$ cat src/rtl/agc_alu.sv
// rtl/agc_alu.sv - ones'-complement ALU with iterative multiply/divide engines
//
// Purpose:
//   Arithmetic stage behind the control-pulse FSM. Single-cycle add, subtract
//   and mask; multi-cycle shift-add multiply (MP0) and restoring divide (DV0)
//   behind a start/busy/done handshake. MP1 and DV1 return the high product
//   word and the quotient that the preceding MP0/DV0 left behind.
//
// Ports:
//   clk     in   rising-edge clock
//   reset   in   synchronous, active-high reset
//   start   in   one-cycle request, sampled only in IDLE
//   alu_op  in   AD=0 SU=1 MASK=2 MP0=3 MP1=4 DV0=5 DV1=6 (7 returns zero)
//   x       in   operand X; dividend high word for DV0
//   y       in   operand Y; divisor for DV0
//   lp_in   in   dividend low word for DV0 (magnitude bits only)
//   result  out  registered result, held until the next accepted start
//   ovf     out  overflow flag of the last operation
//   busy    out  high whenever not IDLE
//   done    out  one-cycle completion pulse
module agc_alu #(
  parameter int WIDTH = 16
) (
  input  logic             clk,
  input  logic             reset,
  input  logic             start,
  input  logic [2:0]       alu_op,
  input  logic [WIDTH-1:0] x,
  input  logic [WIDTH-1:0] y,
  input  logic [WIDTH-1:0] lp_in,
  output logic [WIDTH-1:0] result,
  output logic             ovf,
  output logic             busy,
  output logic             done
);

  localparam int MW = WIDTH - 1;
  localparam int CW = $clog2(MW + 1);

  localparam logic [2:0] OP_AD   = 3'd0;
  localparam logic [2:0] OP_SU   = 3'd1;
  localparam logic [2:0] OP_MASK = 3'd2;
  localparam logic [2:0] OP_MP0  = 3'd3;
  localparam logic [2:0] OP_MP1  = 3'd4;
  localparam logic [2:0] OP_DV0  = 3'd5;
  localparam logic [2:0] OP_DV1  = 3'd6;

  typedef enum logic [1:0] {
    ST_IDLE,
    ST_MUL,
    ST_DIV,
    ST_DONE
  } state_t;

  state_t            state_q, state_d;
  logic [WIDTH-1:0]  result_q, result_d;
  logic              ovf_q, ovf_d;
  logic [CW-1:0]     cnt_q, cnt_d;
  // MUL: 2*MW-bit product accumulator.
  // DIV: {partial remainder, dividend low bits shifting out / quotient bits shifting in}.
  logic [2*MW-1:0]   acc_q, acc_d;
  // Multiplicand magnitude in MUL, divisor magnitude in DIV.
  logic [MW-1:0]     mc_q, mc_d;
  // Multiplier magnitude, consumed LSB first.
  logic [MW-1:0]     mp_q, mp_d;
  logic              sx_q, sx_d;
  logic              sy_q, sy_d;
  // Values left behind for MP1 / DV1.
  logic [WIDTH-1:0]  hi_q, hi_d;
  logic [WIDTH-1:0]  quo_q, quo_d;
  logic              dv_ovf_q, dv_ovf_d;

  function automatic logic [MW-1:0] mag(input logic [WIDTH-1:0] w);
    return w[WIDTH-1] ? ~w[MW-1:0] : w[MW-1:0];
  endfunction

  function automatic logic [WIDTH-1:0] apply_sign(input logic neg, input logic [MW-1:0] m);
    return neg ? {1'b1, ~m} : {1'b0, m};
  endfunction

  logic [MW-1:0]     mag_x;
  logic [MW-1:0]     mag_y;
  logic              unused_lp_sign;

  assign mag_x          = mag(x);
  assign mag_y          = mag(y);
  assign unused_lp_sign = lp_in[WIDTH-1];

  // Ones'-complement add: the carry out of the sign bit wraps into bit 0.
  logic [WIDTH-1:0]  add_b;
  logic [WIDTH:0]    add_raw;
  logic [WIDTH-1:0]  add_sum;
  logic              add_ovf;

  assign add_b   = (alu_op == OP_SU) ? ~y : y;
  assign add_raw = {1'b0, x} + {1'b0, add_b};
  assign add_sum = add_raw[WIDTH-1:0] + {{(WIDTH-1){1'b0}}, add_raw[WIDTH]};
  assign add_ovf = (x[WIDTH-1] == add_b[WIDTH-1]) && (add_sum[WIDTH-1] != x[WIDTH-1]);

  // One shift-add multiply step. The extra sum bit is the carry that the
  // right shift brings back into the top of the accumulator.
  logic [MW:0]       mul_sum;
  logic [2*MW-1:0]   mul_next;
  logic              prod_neg;

  assign mul_sum  = {1'b0, acc_q[2*MW-1:MW]} + {1'b0, mc_q};
  assign mul_next = mp_q[0] ? {mul_sum, acc_q[MW-1:1]} : {1'b0, acc_q[2*MW-1:1]};
  assign prod_neg = (sx_q ^ sy_q) && (mul_next != '0);

  // One restoring-divide step: shift {remainder, low} left, trial-subtract.
  logic [MW:0]       div_shift;
  logic              div_ge;
  logic [MW-1:0]     div_sub;
  logic [MW-1:0]     div_rem;
  logic [MW-1:0]     div_quo;

  assign div_shift = acc_q[2*MW-1:MW-1];
  assign div_ge    = div_shift >= {1'b0, mc_q};
  assign div_sub   = div_shift[MW-1:0] - mc_q;
  assign div_rem   = div_ge ? div_sub : div_shift[MW-1:0];
  assign div_quo   = {acc_q[MW-2:0], div_ge};

  // The quotient only fits in MW bits when the high dividend word is
  // strictly smaller than the divisor.
  logic              dv_early_ovf;
  logic              last_iter;

  assign dv_early_ovf = (mag_y == '0) || (mag_x >= mag_y);
  assign last_iter    = (cnt_q == CW'(1));

  always_comb begin
    state_d  = state_q;
    result_d = result_q;
    ovf_d    = ovf_q;
    cnt_d    = cnt_q;
    acc_d    = acc_q;
    mc_d     = mc_q;
    mp_d     = mp_q;
    sx_d     = sx_q;
    sy_d     = sy_q;
    hi_d     = hi_q;
    quo_d    = quo_q;
    dv_ovf_d = dv_ovf_q;

    case (state_q)
      ST_IDLE: begin
        if (start) begin
          sx_d    = x[WIDTH-1];
          sy_d    = y[WIDTH-1];
          state_d = ST_DONE;
          case (alu_op)
            OP_AD, OP_SU: begin
              result_d = add_sum;
              ovf_d    = add_ovf;
            end
            OP_MASK: begin
              result_d = x & y;
              ovf_d    = 1'b0;
            end
            OP_MP0: begin
              mc_d    = mag_x;
              mp_d    = mag_y;
              acc_d   = '0;
              cnt_d   = CW'(MW);
              state_d = ST_MUL;
            end
            OP_MP1: begin
              result_d = hi_q;
              ovf_d    = 1'b0;
            end
            OP_DV0: begin
              if (dv_early_ovf) begin
                result_d = x;
                ovf_d    = 1'b1;
                quo_d    = apply_sign(x[WIDTH-1] ^ y[WIDTH-1], '1);
                dv_ovf_d = 1'b1;
              end else begin
                acc_d   = {mag_x, lp_in[MW-1:0]};
                mc_d    = mag_y;
                cnt_d   = CW'(MW);
                state_d = ST_DIV;
              end
            end
            OP_DV1: begin
              result_d = quo_q;
              ovf_d    = dv_ovf_q;
            end
            default: begin
              result_d = '0;
              ovf_d    = 1'b0;
            end
          endcase
        end
      end

      ST_MUL: begin
        acc_d = mul_next;
        mp_d  = mp_q >> 1;
        cnt_d = cnt_q - CW'(1);
        if (last_iter) begin
          result_d = apply_sign(prod_neg, mul_next[MW-1:0]);
          ovf_d    = 1'b0;
          hi_d     = apply_sign(prod_neg, mul_next[2*MW-1:MW]);
          state_d  = ST_DONE;
        end
      end

      ST_DIV: begin
        acc_d = {div_rem, div_quo};
        cnt_d = cnt_q - CW'(1);
        if (last_iter) begin
          // Zero magnitudes come out as +0 regardless of operand signs.
          result_d = apply_sign(sx_q && (div_rem != '0), div_rem);
          ovf_d    = 1'b0;
          quo_d    = apply_sign((sx_q ^ sy_q) && (div_quo != '0), div_quo);
          dv_ovf_d = 1'b0;
          state_d  = ST_DONE;
        end
      end

      ST_DONE: begin
        state_d = ST_IDLE;
      end
    endcase
  end

  always_ff @(posedge clk) begin
    if (reset) begin
      state_q  <= ST_IDLE;
      result_q <= '0;
      ovf_q    <= 1'b0;
      cnt_q    <= '0;
      acc_q    <= '0;
      mc_q     <= '0;
      mp_q     <= '0;
      sx_q     <= 1'b0;
      sy_q     <= 1'b0;
      hi_q     <= '0;
      quo_q    <= '0;
      dv_ovf_q <= 1'b0;
    end else begin
      state_q  <= state_d;
      result_q <= result_d;
      ovf_q    <= ovf_d;
      cnt_q    <= cnt_d;
      acc_q    <= acc_d;
      mc_q     <= mc_d;
      mp_q     <= mp_d;
      sx_q     <= sx_d;
      sy_q     <= sy_d;
      hi_q     <= hi_d;
      quo_q    <= quo_d;
      dv_ovf_q <= dv_ovf_d;
    end
  end

  assign result = result_q;
  assign ovf    = ovf_q;
  assign busy   = (state_q != ST_IDLE);
  assign done   = (state_q == ST_DONE);

endmodule
$ cat config.mk
export PLATFORM = sky130hd
export DESIGN_NAME = agc_alu
export DESIGN_NICKNAME = d
export VERILOG_FILES = /design/src/rtl/agc_alu.sv
export SDC_FILE = /design/constraint.sdc
export NUM_CORES = 1
export LEC_CHECK = 0
export CAP_MARGIN = 10
export CORE_AREA = 2 2 171 173
export DETAILED_ROUTE_END_ITERATION = 12
export DIE_AREA = 0 0 173 175
export PLACE_DENSITY = 0.6
export SYNTH_ARGS = -nofsm -noshare
export SYNTH_HDL_FRONTEND = slang
export SYNTH_SLANG_ARGS = --single-unit
export TNS_END_PERCENT = 30
$ cat constraint.sdc
create_clock -name clk -period 7.58 [get_ports clk]
set_clock_uncertainty 0.05 [all_clocks]
set_input_delay 1.516 -clock clk [delete_from_list [all_inputs] [get_ports clk]]
set_output_delay 1.516 -clock clk [all_outputs]
set_load 0.05 [all_outputs]
==> out/results.ini, run 1 <==
[logic_synthesis]
yosys-top-cells-area=dfxtp_1 (21%), ha_1 (8.3%), a21oi_1 (6.6%)
synthFlopType=dfxtp_1
netlist_instances=1545
synth_top_cell_by_area=dfxtp_1
synth.distinct_cells=82
synth_nets=1676
syn_area_um2=11200
ys_ff_latch=118
synthArstFlopShare_pct=0
syn_area_per_cell_um2=7.23
yosysWarnings=0
synth_edf_count=0
ys_seq_area_share_pct=21.1
synth_top_area_share_pct=21.1

[detailed_routing]
drc=0
avgRoutedWirePerCell_um=20.3
first_iter_violations=1341
post_drt_via_cell_ratio=5.95
drt_pass1_iterations=6
antenna_left=0
dr_total_vias=11600
drt_wl_total_um=39700

[placement]
dp_hpwl_um=29600
finalWeightedCongestion=0.924
dp_slack_ns=0.367
numPortBuffers=71

[sta]
max_freq_mhz=147
slew_violations=0
setup_viol=0
fin_ws_ns=0.774
worst_pin_slew_ns=1.25
min_period_ns=6.81
rsz0062_at_grt=no
hold_violations=0
period_share_pct=89.8
slew_headroom_pct=16.3
finalSetupTns_ns=0

[floorplanning]
core_area_um2=28400
initial_core_util_pct=39.3
num_rows=62
io_pins=73
die_area_um2=30300
fp.dieW_um=173
chipHeight_um=175

[grt]
grt_antenna_before_repair=0
grt_usage_pct=26.1
grt_max_degree=65
grt_pass1_vias=10700
overflow=0
grt_pass1_wl_um=62100

[clock_network]
clk-insertion-delay-late_ns=0.43
ctsHoldBuffers=0
cts_max_level=4
cts_root_buf=clkbuf_16
clkSinkCount=118
cts_made_buffers=17
cts_resized=0
post-cts-setup-buffer-count=0
path_clk_slew_ns=0.06
cts_tree=yes
clockBufferDepth=2

[finish]
postLayoutCoreUtil_pct=45.0
final_common_cell=nor2_1
fin_nets=1688
area_growth_pct=14.4
antennaDiodeCount=0
layout_common_cells=nor2_1 (195), nand2_1 (170), a21oi_1 (146)
drive_above_1_share_pct=6.50

[pwr]
vdd_drop_max_mv=0.293
p_leak_uw=0.00492
power.density_nw_per_um2=444

[setup_path]
cp_max_fo=6
crit_type=primary input to register
endpoint_kind=register
crit_path_start_kind=primary input
critPathArrivalTime_ns=7.08
required_ns=7.86

[outcome]
status=completed

[hold_path]
holdCritPathClass=register to register

[flow_run]
drv_cap=0

## layout make-up
cell class                      instances  area [um^2]
Timing Repair Buffer                   97          907
Multi-Input combinational cell       1272         8220
Sequential cell                       118         2360
Tap cell                              384          480
Fill cell                            2949        15600
Clock inverter                         15          191
Clock buffer                           17          425
Inverter                               51          191
## registers in the layout, summed over array words and instances (netlist names)
signal / flops
acc_q: 30
cnt_q: 4
dv_ovf_q: 1
hi_q: 16
mc_q: 15
mp_q: 15
ovf: 1
quo_q: 16
result: 16
state_q: 2
sx_q: 1
sy_q: 1
## cell families (layout without fill, tap and decap cells)
kind of cell	count (synthesis)	count (layout)	synth area share, %
compound gates	471	471	27.7
xor+xnor	120	120	9.41
fa+ha+maj	77	77	8.83
buf+inv	155	180	5.59
flops	118	118	21.1
mux	55	55	5.04
simple gates	549	549	22.3
## cells in the mapped netlist (all sizes together) (8+ instances only)
cell type  count
mux2i         45
and2          11
clkbuf        76
or3           10
xnor2         65
mux2          10
a21o          26
a22o          13
a221oi        24
a32oi         12
inv           50
dfxtp        118
a31oi         18
a21oi        153
o2111ai        8
nand2b        12
buf           28
or4           12
nor2b         15
nor2         197
nor3          45
o21ai         95
and3           9
nand2        170
xor2          55
nand4         12
o21a          14
ha            74
nand3         32
a211oi        38
## layer usage
metal	part of all wire (%)	vias to the layer above	global-route usage [%]
met5	0	-	0
met4	2.4	0	7.42
met3	7.2	58	3.33
met2	44	475	41.3
met1	46	5500	37.0
li1	-	5585	-
## worst paths after layout
kind	start	end	slack, ns	cells past startpoint
worst max-delay path	alu_op[2]	result[15]	0.77	25
worst min-delay path	hi_q[6]	hi_q[6]	0.41	2
worst max register to register	acc_q[15]	result[9]	2.51	13
worst min register to register	hi_q[6]	hi_q[6]	0.41	2
## critical path, cell delays in order
cell,delay (ns)
clkdlybuf4s50_1,0.44
nor2_1,0.14
and2_1,0.22
xor2_1,0.17
ha_1,0.19
inv_1,0.05
fa_1,0.39
nand2b_1,0.20
a21oi_1,0.36
o311ai_0,0.26
or3_1,0.45
a31oi_1,0.15
buf_4,0.16
a21o_1,0.11
a21o_1,0.13
ha_1,0.18
and3_1,0.28
o311ai_0,0.16
a21oi_1,0.19
o2111ai_1,0.21
a22o_1,0.32
nor3_2,0.19
xnor2_1,0.16
o2111ai_1,0.17
a311oi_1,0.27
## per-stage QoR
| step | total power [uW] | hold slack [ns] | cells | cell area, um^2 |
|---|---|---|---|---|
| 2_1_floorplan | 3710 | 0.381 | 1545 | 11200 |
| 3_3_place_gp | 4680 | 0.391 | 1920 | 12100 |
| 3_5_place_dp | 4720 | 0.396 | 1920 | 12100 |
| 4_1_cts | 5600 | 0.404 | 1952 | 12800 |
| 5_1_grt | 6050 | 0.422 | 1954 | 12800 |
| 6_report | 5670 | 0.408 | 1954 | 12800 |
## power by group
part           switching [uW]  internal (uW)  leakage, uW
sequential                235            802     0.000962
clock                     344            527     0.000303
combinational            2400           1360      0.00365
total                    2980           2690      0.00492
Power figures use the tool's default switching activity.
==> run 2, diff against run 1 <==
==> config.mk (replaced) <==
export PLATFORM = sky130hd
export DESIGN_NAME = agc_alu
export DESIGN_NICKNAME = d
export VERILOG_FILES = /design/src/rtl/agc_alu.sv
export SDC_FILE = /design/constraint.sdc
export NUM_CORES = 1
export LEC_CHECK = 0
export CAP_MARGIN = 20
export CORE_AREA = 2 2 167 169
export DETAILED_ROUTE_END_ITERATION = 12
export DIE_AREA = 0 0 169 171
export PLACE_DENSITY_LB_ADDON = 0.2
export SYNTH_ARGS = -nofsm -noshare
export SYNTH_HDL_FRONTEND = slang
export SYNTH_SLANG_ARGS = --single-unit
export TNS_END_PERCENT = 30
==> run 2 against run 1 <==
- final cell count decreased by 1.8%
- hold slack got worse by 0.0013 ns
- first-iteration DRC count shrank 7.2%
- routed wire length decreased by 1.3%
- sequential share of layout area up 0.085 points
- register-to-register slack better by 0.09 ns
==> out/results.ini, run 2 (same netlist as run 1, synthesis figures left out) <==
[pwr]
power.density_nw_per_um2=441
p_total_uw=5610
vdd_drop_max_mv=0.307
p_leak_uw=0.00491

[setup_path]
crit_path_start_kind=primary input
critPathArrivalTime_ns=7.08
endpoint_kind=register
required_ns=7.86
reg2reg_from=acc_q[15]
reg2reg_depth=13
critPathLaunch=alu_op[1]
timing.rr.end=result[9]
critPathCapture=result[15]
cp_max_fo=6
crit_type=primary input to register
rrSetupSlack_ns=2.60

[sta]
slew_violations=0
fin_ws_ns=0.787
hold_violations=0
period_share_pct=89.6
rsz0062_at_grt=no
slew_headroom_pct=31.3
setup_viol=0
min_period_ns=6.79
finalSetupTns_ns=0
max_freq_mhz=147
worst_pin_slew_ns=1.03

[placement]
dpl-instance-area_um2=12100
numPortBuffers=71
dp_slack_ns=0.409
place_inst=1884
finalWeightedCongestion=0.957
dp_hpwl_um=29400

[flow_run]
drv_cap=0

[detailed_routing]
antenna_left=0
dr_total_vias=11600
first_iter_violations=1244
drc=0
drt_pass1_iterations=7
drt_wl_total_um=39200
post_drt_via_cell_ratio=6.06
avgRoutedWirePerCell_um=20.4

[grt]
grt_usage_pct=26.9
grt_pass1_wl_um=60500
grt_max_degree=85
grt_pass1_vias=10700
overflow=0
grt_antenna_before_repair=0

[clock_network]
cts_max_level=4
clkSinkCount=118
cts_root_buf=clkbuf_16
clockBufferDepth=2
path_clk_slew_ns=0.06
post-cts-setup-buffer-count=0
cts_resized=0
clk-insertion-delay-late_ns=0.43
cts_made_buffers=17
cts_tree=yes
ctsHoldBuffers=0

[finish]
drive_above_1_share_pct=6.68
fin_nets=1691
fill_cells=2826
regMostFlops=acc_q
area_growth_pct=13.9
layout_common_cells=nor2_1 (195), nand2_1 (170), a21oi_1 (146)
final_common_cell=nor2_1
multi_input_area_um2=8220
regArea_um2=2360
largest_reg_flops=30
fin_area_um2=12700
stdcell_count=1919
antennaDiodeCount=0

[floorplanning]
core_area_um2=27300
io_pins=73
fp.dieW_um=169
num_rows=61
initial_core_util_pct=40.9
die_area_um2=28900
chipHeight_um=171

[hold_path]
holdCritPathClass=register to register

[outcome]
status=completed

run 2: cell types whose count changed in the layout (fill, tap and decap cells not counted), sizes merged:
cell	before	now
buf	27	30
bufinv	3	1
clkbuf	17	19
clkinv	5	4
clkinvlp	1	4
inv	57	55
run 2: report_power, final:
| part | switching, uW | internal [uW] | total [uW] | leakage (uW) |
|---|---|---|---|---|
| registers | 233 | 802 | 1030 | 0.000962 |
| logic | 2390 | 1380 | 3770 | 0.00367 |
| clock network | 331 | 471 | 803 | 0.000273 |
| total | 2950 | 2650 | 5610 | 0.00491 |
run 2: worst min path at each step:
stage / start / to / slack, ns / cells after the start
finish: hi_q[3] / hi_q[3] / 0.41 / 2
detailed placement: hi_q[3] / hi_q[3] / 0.40 / 2
global route: hi_q[9] / hi_q[9] / 0.44 / 2
global placement: hi_q[6] / hi_q[6] / 0.39 / 2
floorplan: hi_q[2] / hi_q[2] / 0.38 / 2
CTS: hi_q[3] / hi_q[3] / 0.41 / 2
run 2: per-stage QoR:
| stage | util, % | hold slack (ns) |
|---|---|---|
| finish | 46.6 | 0.407 |
| CTS | 46.4 | 0.406 |
| global placement | 44.3 | 0.391 |
| detailed placement | 44.3 | 0.397 |
| global route | 46.6 | 0.437 |
| floorplan | - | 0.381 |
run 2: final cells by class:
class,instances,share of cell area [%]
flip-flops and latches,118,18.6
repair buffers,100,7.40
clock inverters,13,0.934
clock buffers,19,3.56
well taps,346,3.40
inverters,51,1.50
multi-input cells,1272,64.6
run 2: worst max-delay path, cell delays in order:
cell and delay, ns:
clkdlybuf4s50_1 0.44, nor2_1 0.13, and2_1 0.22, xor2_1 0.17
ha_1 0.18, inv_1 0.05, fa_1 0.39, nand2b_1 0.20
a21oi_1 0.35, o311ai_0 0.26, or3_1 0.45, a31oi_1 0.14
buf_4 0.16, a21o_1 0.11, a21o_1 0.13, ha_1 0.18
and3_1 0.27, o311ai_0 0.17, a21oi_1 0.22, o2111ai_1 0.20
nor4_1 0.39, nor3_2 0.11, xnor2_1 0.18, o2111ai_1 0.18
a311oi_1 0.27
run 2: routing by layer:
layer	track usage, %	part of all wire (%)	up-vias
met5	0	0	-
met4	8.25	2.2	0
met3	3.49	7.6	53
met2	43.7	45	441
met1	37.1	45	5536
li1	-	-	5605
